**config.mk**
```make
export PLATFORM = sky130hd
export DESIGN_NAME = sap_controller
export DESIGN_NICKNAME = d
export VERILOG_FILES = /design/src/rtl/sap_pkg.sv /design/src/rtl/sap_microcode_rom.sv /design/src/rtl/sap_controller.sv
export SDC_FILE = /design/constraint.sdc
export NUM_CORES = 1
export LEC_CHECK = 0
export CORE_MARGIN = 3
export CORE_UTILIZATION = 36
export CTS_BUF_LIST = sky130_fd_sc_hd__clkbuf_4 sky130_fd_sc_hd__clkbuf_8
export CTS_CLUSTER_SIZE = 30
export DETAILED_ROUTE_END_ITERATION = 10
export PLACE_DENSITY = 0.76
export SLEW_MARGIN = 20
export SYNTH_ARGS = -nofsm -noshare
export SYNTH_HDL_FRONTEND = slang
export SYNTH_HIERARCHICAL = 1
export SYNTH_SLANG_ARGS = --single-unit
```
**constraint.sdc**
```tcl
create_clock -name clk -period 2.2 [get_ports clk]
set_input_delay 0.66 -clock clk [delete_from_list [all_inputs] [get_ports clk]]
set_output_delay 0.66 -clock clk [all_outputs]
set_load 0.01 [all_outputs]
```
**src/rtl/sap_pkg.sv**
```systemverilog
// Shared constants for the SAP_U controller: opcodes, step encodings and control-word layout.
// SAP_COND_JUMP_EN (optional) enables the flags register and conditional jumps JC/JZ.
package sap_pkg;

  localparam int STEPS    = 5;
  localparam int OPCODE_W = 4;
  localparam int STEP_W   = 3;

  localparam logic [OPCODE_W-1:0] OP_NOP = 4'h0;
  localparam logic [OPCODE_W-1:0] OP_LDA = 4'h1;
  localparam logic [OPCODE_W-1:0] OP_ADD = 4'h2;
  localparam logic [OPCODE_W-1:0] OP_SUB = 4'h3;
  localparam logic [OPCODE_W-1:0] OP_STA = 4'h4;
  localparam logic [OPCODE_W-1:0] OP_LDI = 4'h5;
  localparam logic [OPCODE_W-1:0] OP_JMP = 4'h6;
  localparam logic [OPCODE_W-1:0] OP_JC  = 4'h7;
  localparam logic [OPCODE_W-1:0] OP_JZ  = 4'h8;
  localparam logic [OPCODE_W-1:0] OP_OUT = 4'hE;
  localparam logic [OPCODE_W-1:0] OP_HLT = 4'hF;

  localparam logic [STEP_W-1:0] T0 = 3'd0;
  localparam logic [STEP_W-1:0] T1 = 3'd1;
  localparam logic [STEP_W-1:0] T2 = 3'd2;
  localparam logic [STEP_W-1:0] T3 = 3'd3;
  localparam logic [STEP_W-1:0] T4 = 3'd4;

  // Control-word bits are stored active-high (1 = asserted); polarity is applied at the ports.
  localparam int CW_W   = 17;
  localparam int CW_PCO = 0;   // PC to bus
  localparam int CW_J   = 1;   // PC jump
  localparam int CW_CE  = 2;   // PC increment
  localparam int CW_II  = 3;   // IR load
  localparam int CW_IO  = 4;   // IR low nibble to bus
  localparam int CW_MI  = 5;   // MAR load
  localparam int CW_RO  = 6;   // RAM to bus
  localparam int CW_WE  = 7;   // RAM write enable
  localparam int CW_RC  = 8;   // RAM data from bus
  localparam int CW_AI  = 9;   // A load
  localparam int CW_AO  = 10;  // A to bus
  localparam int CW_BI  = 11;  // B load
  localparam int CW_EO  = 12;  // ALU to bus
  localparam int CW_OI  = 13;  // OUT load
  localparam int CW_SU  = 14;  // ALU subtract
  localparam int CW_HLT = 15;  // set halted
  localparam int CW_FI  = 16;  // capture flags

  localparam logic [CW_W-1:0] CW_IDLE = 17'h0_0000;

endpackage

```
**src/rtl/sap_microcode_rom.sv**
```systemverilog
// Combinational microcode: (opcode, step, carry, zero) -> {control word, last-step}.
// JC/JZ decode only when SAP_COND_JUMP_EN is defined; otherwise 0x7/0x8 fall to NOP.
module sap_microcode_rom
  import sap_pkg::*;
(
  input  logic [OPCODE_W-1:0] opcode,
  input  logic [STEP_W-1:0]   step,
  input  logic                carry,
  input  logic                zero,
  output logic [CW_W-1:0]     cw,
  output logic                last
);

`ifndef SAP_COND_JUMP_EN
  logic unused_flags_s;
  assign unused_flags_s = carry ^ zero;
`endif

  always_comb begin
    cw   = CW_IDLE;
    last = 1'b0;
    case (step)
      T0: begin
        cw[CW_PCO] = 1'b1;
        cw[CW_MI]  = 1'b1;
      end
      T1: begin
        cw[CW_RO] = 1'b1;
        cw[CW_II] = 1'b1;
        cw[CW_CE] = 1'b1;
      end
      T2: begin
        case (opcode)
          OP_LDA, OP_ADD, OP_SUB, OP_STA: begin
            cw[CW_IO] = 1'b1;
            cw[CW_MI] = 1'b1;
          end
          OP_LDI: begin
            cw[CW_IO] = 1'b1;
            cw[CW_AI] = 1'b1;
            last      = 1'b1;
          end
          OP_JMP: begin
            cw[CW_IO] = 1'b1;
            cw[CW_J]  = 1'b1;
            last      = 1'b1;
          end
`ifdef SAP_COND_JUMP_EN
          OP_JC: begin
            cw[CW_IO] = 1'b1;
            cw[CW_J]  = carry;
            last      = 1'b1;
          end
          OP_JZ: begin
            cw[CW_IO] = 1'b1;
            cw[CW_J]  = zero;
            last      = 1'b1;
          end
`endif
          OP_OUT: begin
            cw[CW_AO] = 1'b1;
            cw[CW_OI] = 1'b1;
            last      = 1'b1;
          end
          OP_HLT: begin
            cw[CW_HLT] = 1'b1;
            last       = 1'b1;
          end
          default: last = 1'b1;
        endcase
      end
      T3: begin
        case (opcode)
          OP_LDA: begin
            cw[CW_RO] = 1'b1;
            cw[CW_AI] = 1'b1;
            last      = 1'b1;
          end
          OP_ADD, OP_SUB: begin
            cw[CW_RO] = 1'b1;
            cw[CW_BI] = 1'b1;
            cw[CW_SU] = (opcode == OP_SUB);
          end
          OP_STA: begin
            cw[CW_AO] = 1'b1;
            cw[CW_WE] = 1'b1;
            cw[CW_RC] = 1'b1;
            last      = 1'b1;
          end
          default: last = 1'b1;
        endcase
      end
      T4: begin
        last = 1'b1;
        case (opcode)
          OP_ADD, OP_SUB: begin
            cw[CW_EO] = 1'b1;
            cw[CW_AI] = 1'b1;
            cw[CW_FI] = 1'b1;
            cw[CW_SU] = (opcode == OP_SUB);
          end
          default: cw = CW_IDLE;
        endcase
      end
      default: last = 1'b1;
    endcase
  end

endmodule

```
**src/rtl/sap_controller.sv**
```systemverilog
// SAP_U controller-sequencer: step counter, halt, flags and reset/halt/prog_mode gating.
// SAP_COND_JUMP_EN (optional) adds the carry/zero flags register used by JC/JZ.
module sap_controller
  import sap_pkg::*;
(
  input  logic                clk,
  input  logic                reset,
  input  logic [OPCODE_W-1:0] opcode,
  input  logic                carry_in,
  input  logic                zero_in,
  input  logic                prog_mode,
  output logic                pc_bus_enable_n,
  output logic                pc_jump_n,
  output logic                pc_inc,
  output logic                ir_load_n,
  output logic                ir_bus_enable_n,
  output logic                ram_load_mar_reg_n,
  output logic                ram_bus_enable_n,
  output logic                ram_write_enable_n,
  output logic                ram_control_signal,
  output logic                reg_a_load_n,
  output logic                reg_a_bus_enable_n,
  output logic                reg_b_load_n,
  output logic                alu_enable_n,
  output logic                out_load_n,
  output logic                alu_subtract,
  output logic                halted,
  output logic [STEP_W-1:0]   step
);

  logic [STEP_W-1:0] step_q, step_d;
  logic              halted_q, halted_d;
  logic [CW_W-1:0]   rom_cw_s, cw_s;
  logic              rom_last_s;
  logic              carry_s, zero_s;

`ifdef SAP_COND_JUMP_EN
  logic carry_q, carry_d, zero_q, zero_d;

  always_comb begin
    if (cw_s[CW_FI]) begin
      carry_d = carry_in;
      zero_d  = zero_in;
    end else begin
      carry_d = carry_q;
      zero_d  = zero_q;
    end
  end

  always_ff @(posedge clk or negedge reset) begin
    if (!reset) begin
      carry_q <= 1'b0;
      zero_q  <= 1'b0;
    end else begin
      carry_q <= carry_d;
      zero_q  <= zero_d;
    end
  end

  assign carry_s = carry_q;
  assign zero_s  = zero_q;
`else
  logic unused_flags_s;
  assign unused_flags_s = carry_in ^ zero_in ^ cw_s[CW_FI];
  assign carry_s = 1'b0;
  assign zero_s  = 1'b0;
`endif

  sap_microcode_rom u_rom (
    .opcode (opcode),
    .step   (step_q),
    .carry  (carry_s),
    .zero   (zero_s),
    .cw     (rom_cw_s),
    .last   (rom_last_s)
  );

  // Reset, halt and programming mode all silence the datapath controls.
  always_comb begin
    if (!reset || halted_q || prog_mode) begin
      cw_s = CW_IDLE;
    end else begin
      cw_s = rom_cw_s;
    end
  end

  always_comb begin
    if (halted_q) begin
      step_d   = T0;
      halted_d = 1'b1;
    end else if (prog_mode) begin
      step_d   = T0;
      halted_d = 1'b0;
    end else begin
      step_d   = rom_last_s ? T0 : step_q + 3'd1;
      halted_d = cw_s[CW_HLT];
    end
  end

  always_ff @(posedge clk or negedge reset) begin
    if (!reset) begin
      step_q   <= T0;
      halted_q <= 1'b0;
    end else begin
      step_q   <= step_d;
      halted_q <= halted_d;
    end
  end

  assign pc_bus_enable_n    = ~cw_s[CW_PCO];
  assign pc_jump_n          = ~cw_s[CW_J];
  assign pc_inc             =  cw_s[CW_CE];
  assign ir_load_n          = ~cw_s[CW_II];
  assign ir_bus_enable_n    = ~cw_s[CW_IO];
  assign ram_load_mar_reg_n = ~cw_s[CW_MI];
  assign ram_bus_enable_n   = ~cw_s[CW_RO];
  assign ram_write_enable_n = ~cw_s[CW_WE];
  assign ram_control_signal =  cw_s[CW_RC];
  assign reg_a_load_n       = ~cw_s[CW_AI];
  assign reg_a_bus_enable_n = ~cw_s[CW_AO];
  assign reg_b_load_n       = ~cw_s[CW_BI];
  assign alu_enable_n       = ~cw_s[CW_EO];
  assign out_load_n         = ~cw_s[CW_OI];
  assign alu_subtract       =  cw_s[CW_SU];
  assign halted             = halted_q;
  assign step               = step_q;

endmodule
```
==> flow_metrics.tcl, run 1 <==
set metrics [dict create \
    status "finished, violations left" \
    violations "negative setup slack" \
    synthCells 72 \
    endpoint_kind "output port" \
    path_cells "buf_12 -> nor4b_4 -> buf_4 -> a211oi_2 -> nor3_1 -> nand2_1 -> buf_2" \
    rows 13 \
    yosysWarnings 6 \
    final-setup-viol-count 4 \
    drt-total-wl_um 2166 \
    syn_area_um2 540.5 \
    r2r_end "step[2]" \
    synth_nets 82 \
    slew-limit-headroom_pct 81.09 \
    hpwl_um 1422 \
    grt_pass1_vias 748 \
    clk_path_buf_depth 2 \
    grtUsageTotal_pct 21.74 \
    ant_nets 0 \
    grt_overflow 0 \
    cts_tree "built" \
    initial_core_util_pct 40.04 \
    die-area_um2 2003 \
    start_kind "input port" \
    clock-sinks 4 \
    wl_per_cell_um 15.47 \
    chipWidth_um 44.75 \
    r2r-start "step[1]" \
    antenna_found_initial 0 \
    startpoint "opcode[1]" \
    p_switching_mw 0.3383 \
    max_freq_mhz 428.8 \
    finalNonFillerCells 140 \
    worstMarginPinSlew_ps 283.1 \
    clkPwrFrac_pct 10.7 \
    cts_root_buffer "clkbuf_4" \
    grt_max_degree 9 \
    pwr-share-seq_pct 17.6 \
    first_pass_iters 4 \
    drcViolationCount 0 \
    multiInputGateArea_um2 432.9 \
    cts_buffers 3 \
    grt_setup_unrepaired "true" \
    die_h_um 44.75 \
    vias_per_cell 5.571 \
    gp_congestion 0.7857 \
    finalNetCount 137 \
    crit_path_max_fanout 7 \
    drt_iter0_drc 23 \
    path_clk_slew_ps 40 \
    worst_r2r_path_depth 5 \
    num_antenna_cells 0 \
    fin_setup_tns_ps -230.7 \
    ioPinCount 28 \
    path_class "input port to output port" \
    cellInternalPower_mw 0.4779 \
    hold_viol 0 \
    ff2ff_setup_slack_ps 700 \
    worst_slack_ps -132.0 \
    critical-path-max-stage-delay_ps 310 \
    slew_violations 0 \
    hp-class "input port to asynchronous set/reset pin" \
    finalCritPeriodShare_pct 106.0 \
    vias 780 \
    power_density_nw_per_um2 769.2 \
    drv_cap 0 \
    clock_latency_ps 230 \
    power.leakage_nw 0.4513 \
    drive_gt1_share_pct 61.60 \
    comb_power_share_pct 71.7 \
    arrival_ps 1670 \
    syn_area_per_cell_um2 7.507 \
    coreArea_um2 1350 \
    grt_pass1_wl_um 3277 \
    skew_ps 2.538 \
    seqCellArea_um2 101.3 \
    h-tree-depth 1 \
    switching_share_pct 41.45 \
    portBuffers 25 \
    slowest_stage "nor4b_4" \
    min_period_ps 2332 \
    cts-hold-fix-buffers 0 \
    place_inst 132 \
    cp.required_ps 1540 \
    areaGrowthSynthToFinish_pct 96.30 \
    n_fill_cell 94 \
    vdd_drop_max_uv 748.4 \
]
worst max-delay path by stage:
| stage | endpoint | depth (start not counted) | slack [ps] |
|---|---|---|---|
| after floorplan | ram_control_signal | 5 | 20 |
| after global placement | ram_control_signal | 5 | -900 |
| after detailed placement | reg_a_bus_enable_n | 6 | -980 |
| after CTS | reg_a_load_n | 6 | -90 |
| after global routing | ram_load_mar_reg_n | 7 | -170 |
| final | ram_load_mar_reg_n | 7 | -130 |
stage by stage:
step                instance area, um2  hold WS (ps)  setup slack (ps)  util [%]  total power, mW
floorplan                        540.5         364.4             18.80         -           0.3956
global placement                 964.7         615.3            -897.3     71.46           0.6475
detailed placement               964.7         632.4            -975.3     71.46           0.6668
CTS                               1005         324.8            -88.38     74.42           0.7782
global route                      1061         328.9            -173.1     78.59           0.8797
finish                            1061         325.6            -132.0     78.59           0.8162
worst max-delay path: cells and delay by family:
kind | cells | cell delay, ps
and+or+nand+nor | 3 | 550
AOI/OAI and AO/OA | 1 | 30
buffers and inverters | 3 | 420
layout make-up:
class,count,area share [%]
sequential,4,9.552
clock buffer,3,2.123
tap,15,1.769
timing repair buffer,56,44.69
multi-input combinational,59,40.80
inverter,3,1.061
cell usage in the layout (no fill, tap or decap), types with 2 or more instances in the layout:
master / n
nand2_1: 14
buf_4: 27
dfrtp_1: 3
buf_6: 7
nor2_1: 6
xnor2_1: 2
nor4_1: 3
and2_2: 2
nor3_1: 2
a21oi_1: 2
clkdlybuf4s50_1: 4
nand3_2: 2
clkbuf_4: 3
buf_12: 2
nand2b_1: 2
buf_2: 14
inv_1: 2
state kept, by name, indices dropped and copies added (netlist names):
register  cells
step          3
halted        1
per-layer routing:
| metal | wire length [um] | up-vias | GRT usage [%] |
|---|---|---|---|
| met2 | 1210 | 28 | 40.40 |
| met3 | 109 | 2 | 3.984 |
| met1 | 831 | 386 | 25.67 |
| met4 | 15 | 0 | 4.217 |
| met5 | 0 | - | 0 |
| li1 | - | 364 | - |
power groups by stage:
stage | sequential, mW | combinational [mW] | clock (mW)
5_1_grt | 0.151 | 0.632 | 0.0968
4_1_cts | 0.138 | 0.550 | 0.0904
6_report | 0.144 | 0.585 | 0.0872
3_5_place_dp | 0.137 | 0.530 | 0
2_1_floorplan | 0.156 | 0.239 | 0
3_3_place_gp | 0.135 | 0.513 | 0
timing repair:
| action | CTS | global route |
|---|---|---|
| setup endpoints to repair | 18 | 12 |
| gates resized for setup | 106 | 14 |
| cloned | 1 | 0 |
| setup buffers | 4 | 2 |
| pin swaps | 10 | 11 |
No activity file was read; power rests on OpenSTA's default activity.
==> run 2, diff against run 1 <==
CORE_AREA = 3 3 40 42   (was default)
CORE_MARGIN = default   (was 3)
CORE_UTILIZATION = default   (was 36)
DIE_AREA = 0 0 43 45   (was default)
DONT_BUFFER_PORTS = 1   (was default)
PLACE_DENSITY = 0.58   (was 0.76)
==> flow_metrics.tcl, run 2 (synthesis gave the netlist of run 1 again) <==
set metrics [dict create \
    path_clk_slew_ps 40 \
    cts_root_buffer "clkbuf_4" \
    h-tree-depth 1 \
    multiInputGateArea_um2 386.6 \
    clock_latency_ps 230 \
    endpoint_kind "output port" \
    power.leakage_nw 0.2167 \
    finalNetCount 87 \
    start_kind "register" \
    finalNonFillerCells 90 \
    num_antenna_cells 0 \
    worstMarginPinSlew_ps 306.1 \
    portBuffers 0 \
    utilization_pct 46.54 \
    p_switching_mw 0.2536 \
    wl_per_cell_um 14.10 \
    slew-limit-headroom_pct 79.57 \
    post-place-ws_ps 98.22 \
    switching_share_pct 44.07 \
    crit_path_max_fanout 4 \
    largest_reg_flops 3 \
    hold_slack_ps 125.2 \
    gp_congestion 0.7757 \
    chipWidth_um 43 \
    grt_pass1_vias 446 \
    die-area_um2 1935 \
    status "completed" \
    fin_setup_tns_ps 0 \
    grtUsageTotal_pct 13.87 \
    final-setup-viol-count 0 \
    drt-total-wl_um 1269 \
    comb_power_share_pct 58.9 \
    first_pass_iters 4 \
    cellInternalPower_mw 0.3219 \
    vias_per_cell 5.678 \
    grt_max_degree 12 \
    ff2ff_setup_slack_ps 670 \
    pwr-share-seq_pct 25.7 \
    worst_r2r_path_depth 5 \
    place_area_um2 564.3 \
    die_h_um 45 \
    place_inst 87 \
    drv_cap 0 \
    grt_setup_unrepaired "false" \
    max_freq_mhz 472.8 \
    clkPwrFrac_pct 15.5 \
    antenna_found_initial 0 \
    cts_tree "built" \
    drcViolationCount 0 \
    drt_iter0_drc 20 \
    grt_pass1_wl_um 2021 \
    hp-class "input port to asynchronous set/reset pin" \
    final_area_um2 598.1 \
    skew_ps 0.3224 \
    worst_slack_ps 84.82 \
    r2r_end "step[1]" \
    power_density_nw_per_um2 962.2 \
    slew_violations 0 \
    vdd_drop_max_uv 483.8 \
    r2r-start "step[1]" \
    clk_path_buf_depth 2 \
    clock-sinks 4 \
    hold_viol 0 \
    final_common_cell "nand2_1" \
    ioPinCount 28 \
    cp.required_ps 1540 \
    coreArea_um2 1285 \
    mostFrequentLayoutCells "nand2_1, nor2_1, buf_4, nor4_1" \
    rows 13 \
    ant_nets 0 \
    path_class "register to output port" \
    cts_buffers 3 \
    finalCritPeriodShare_pct 96.14 \
    hpwl_um 998.4 \
    grt_overflow 0 \
    min_period_ps 2115 \
    n_fill_cell 135 \
    seqCellArea_um2 101.3 \
    initial_core_util_pct 42.06 \
    areaGrowthSynthToFinish_pct 10.65 \
    arrival_ps 1460 \
    vias 511 \
    power_mw 0.5755 \
    drive_gt1_share_pct 29.33 \
]
==> run 2: worst max path at each step <==
stage                    from                  to  cells after the start
floorplan           opcode[1]  ram_control_signal                      5
global placement    opcode[0]        reg_a_load_n                      4
detailed placement  opcode[0]        reg_a_load_n                      4
CTS                   step[2]        reg_a_load_n                      4
global route          step[2]        reg_a_load_n                      4
finish                step[2]        reg_a_load_n                      4
==> run 2: per-layer routing <==
| layer | up-vias | GRT usage [%] | wire [um] |
|---|---|---|---|
| met5 | - | 0 | 0 |
| met4 | 0 | 7.229 | 0 |
| met3 | 0 | 4.382 | 107 |
| met2 | 22 | 21.26 | 604 |
| met1 | 228 | 17.52 | 557 |
| li1 | 261 | - | - |
==> run 2: power groups by stage <==
stage / clock network, mW / logic (mW) / registers, mW
6_report: 0.0890 / 0.339 / 0.148
4_1_cts: 0.0928 / 0.326 / 0.142
2_1_floorplan: 0 / 0.239 / 0.156
5_1_grt: 0.0986 / 0.375 / 0.156
3_5_place_dp: 0 / 0.326 / 0.143
3_3_place_gp: 0 / 0.322 / 0.142
==> run 2: cell type report <==
type,count,share of cell area [%]
Clock buffer,3,3.766
Inverter,3,1.883
Multi-Input combinational cell,59,64.64
Tap cell,15,3.138
Timing Repair Buffer,6,9.623
Sequential cell,4,16.95
==> run 2: repair_timing <==
item / 4_1_cts / 5_1_grt
hold buffers: 0 / 0
buffers inserted: 0 / 0
gates resized for setup: 0 / 3
setup endpoints to repair: 0 / 2
==> run 2: worst max-delay path, cell delays in order (launching register included) <==
cell and delay, ps:
dfrtp_1 400, nand2b_4 170, or4_1 410, o22ai_1 130, nand2_1 120
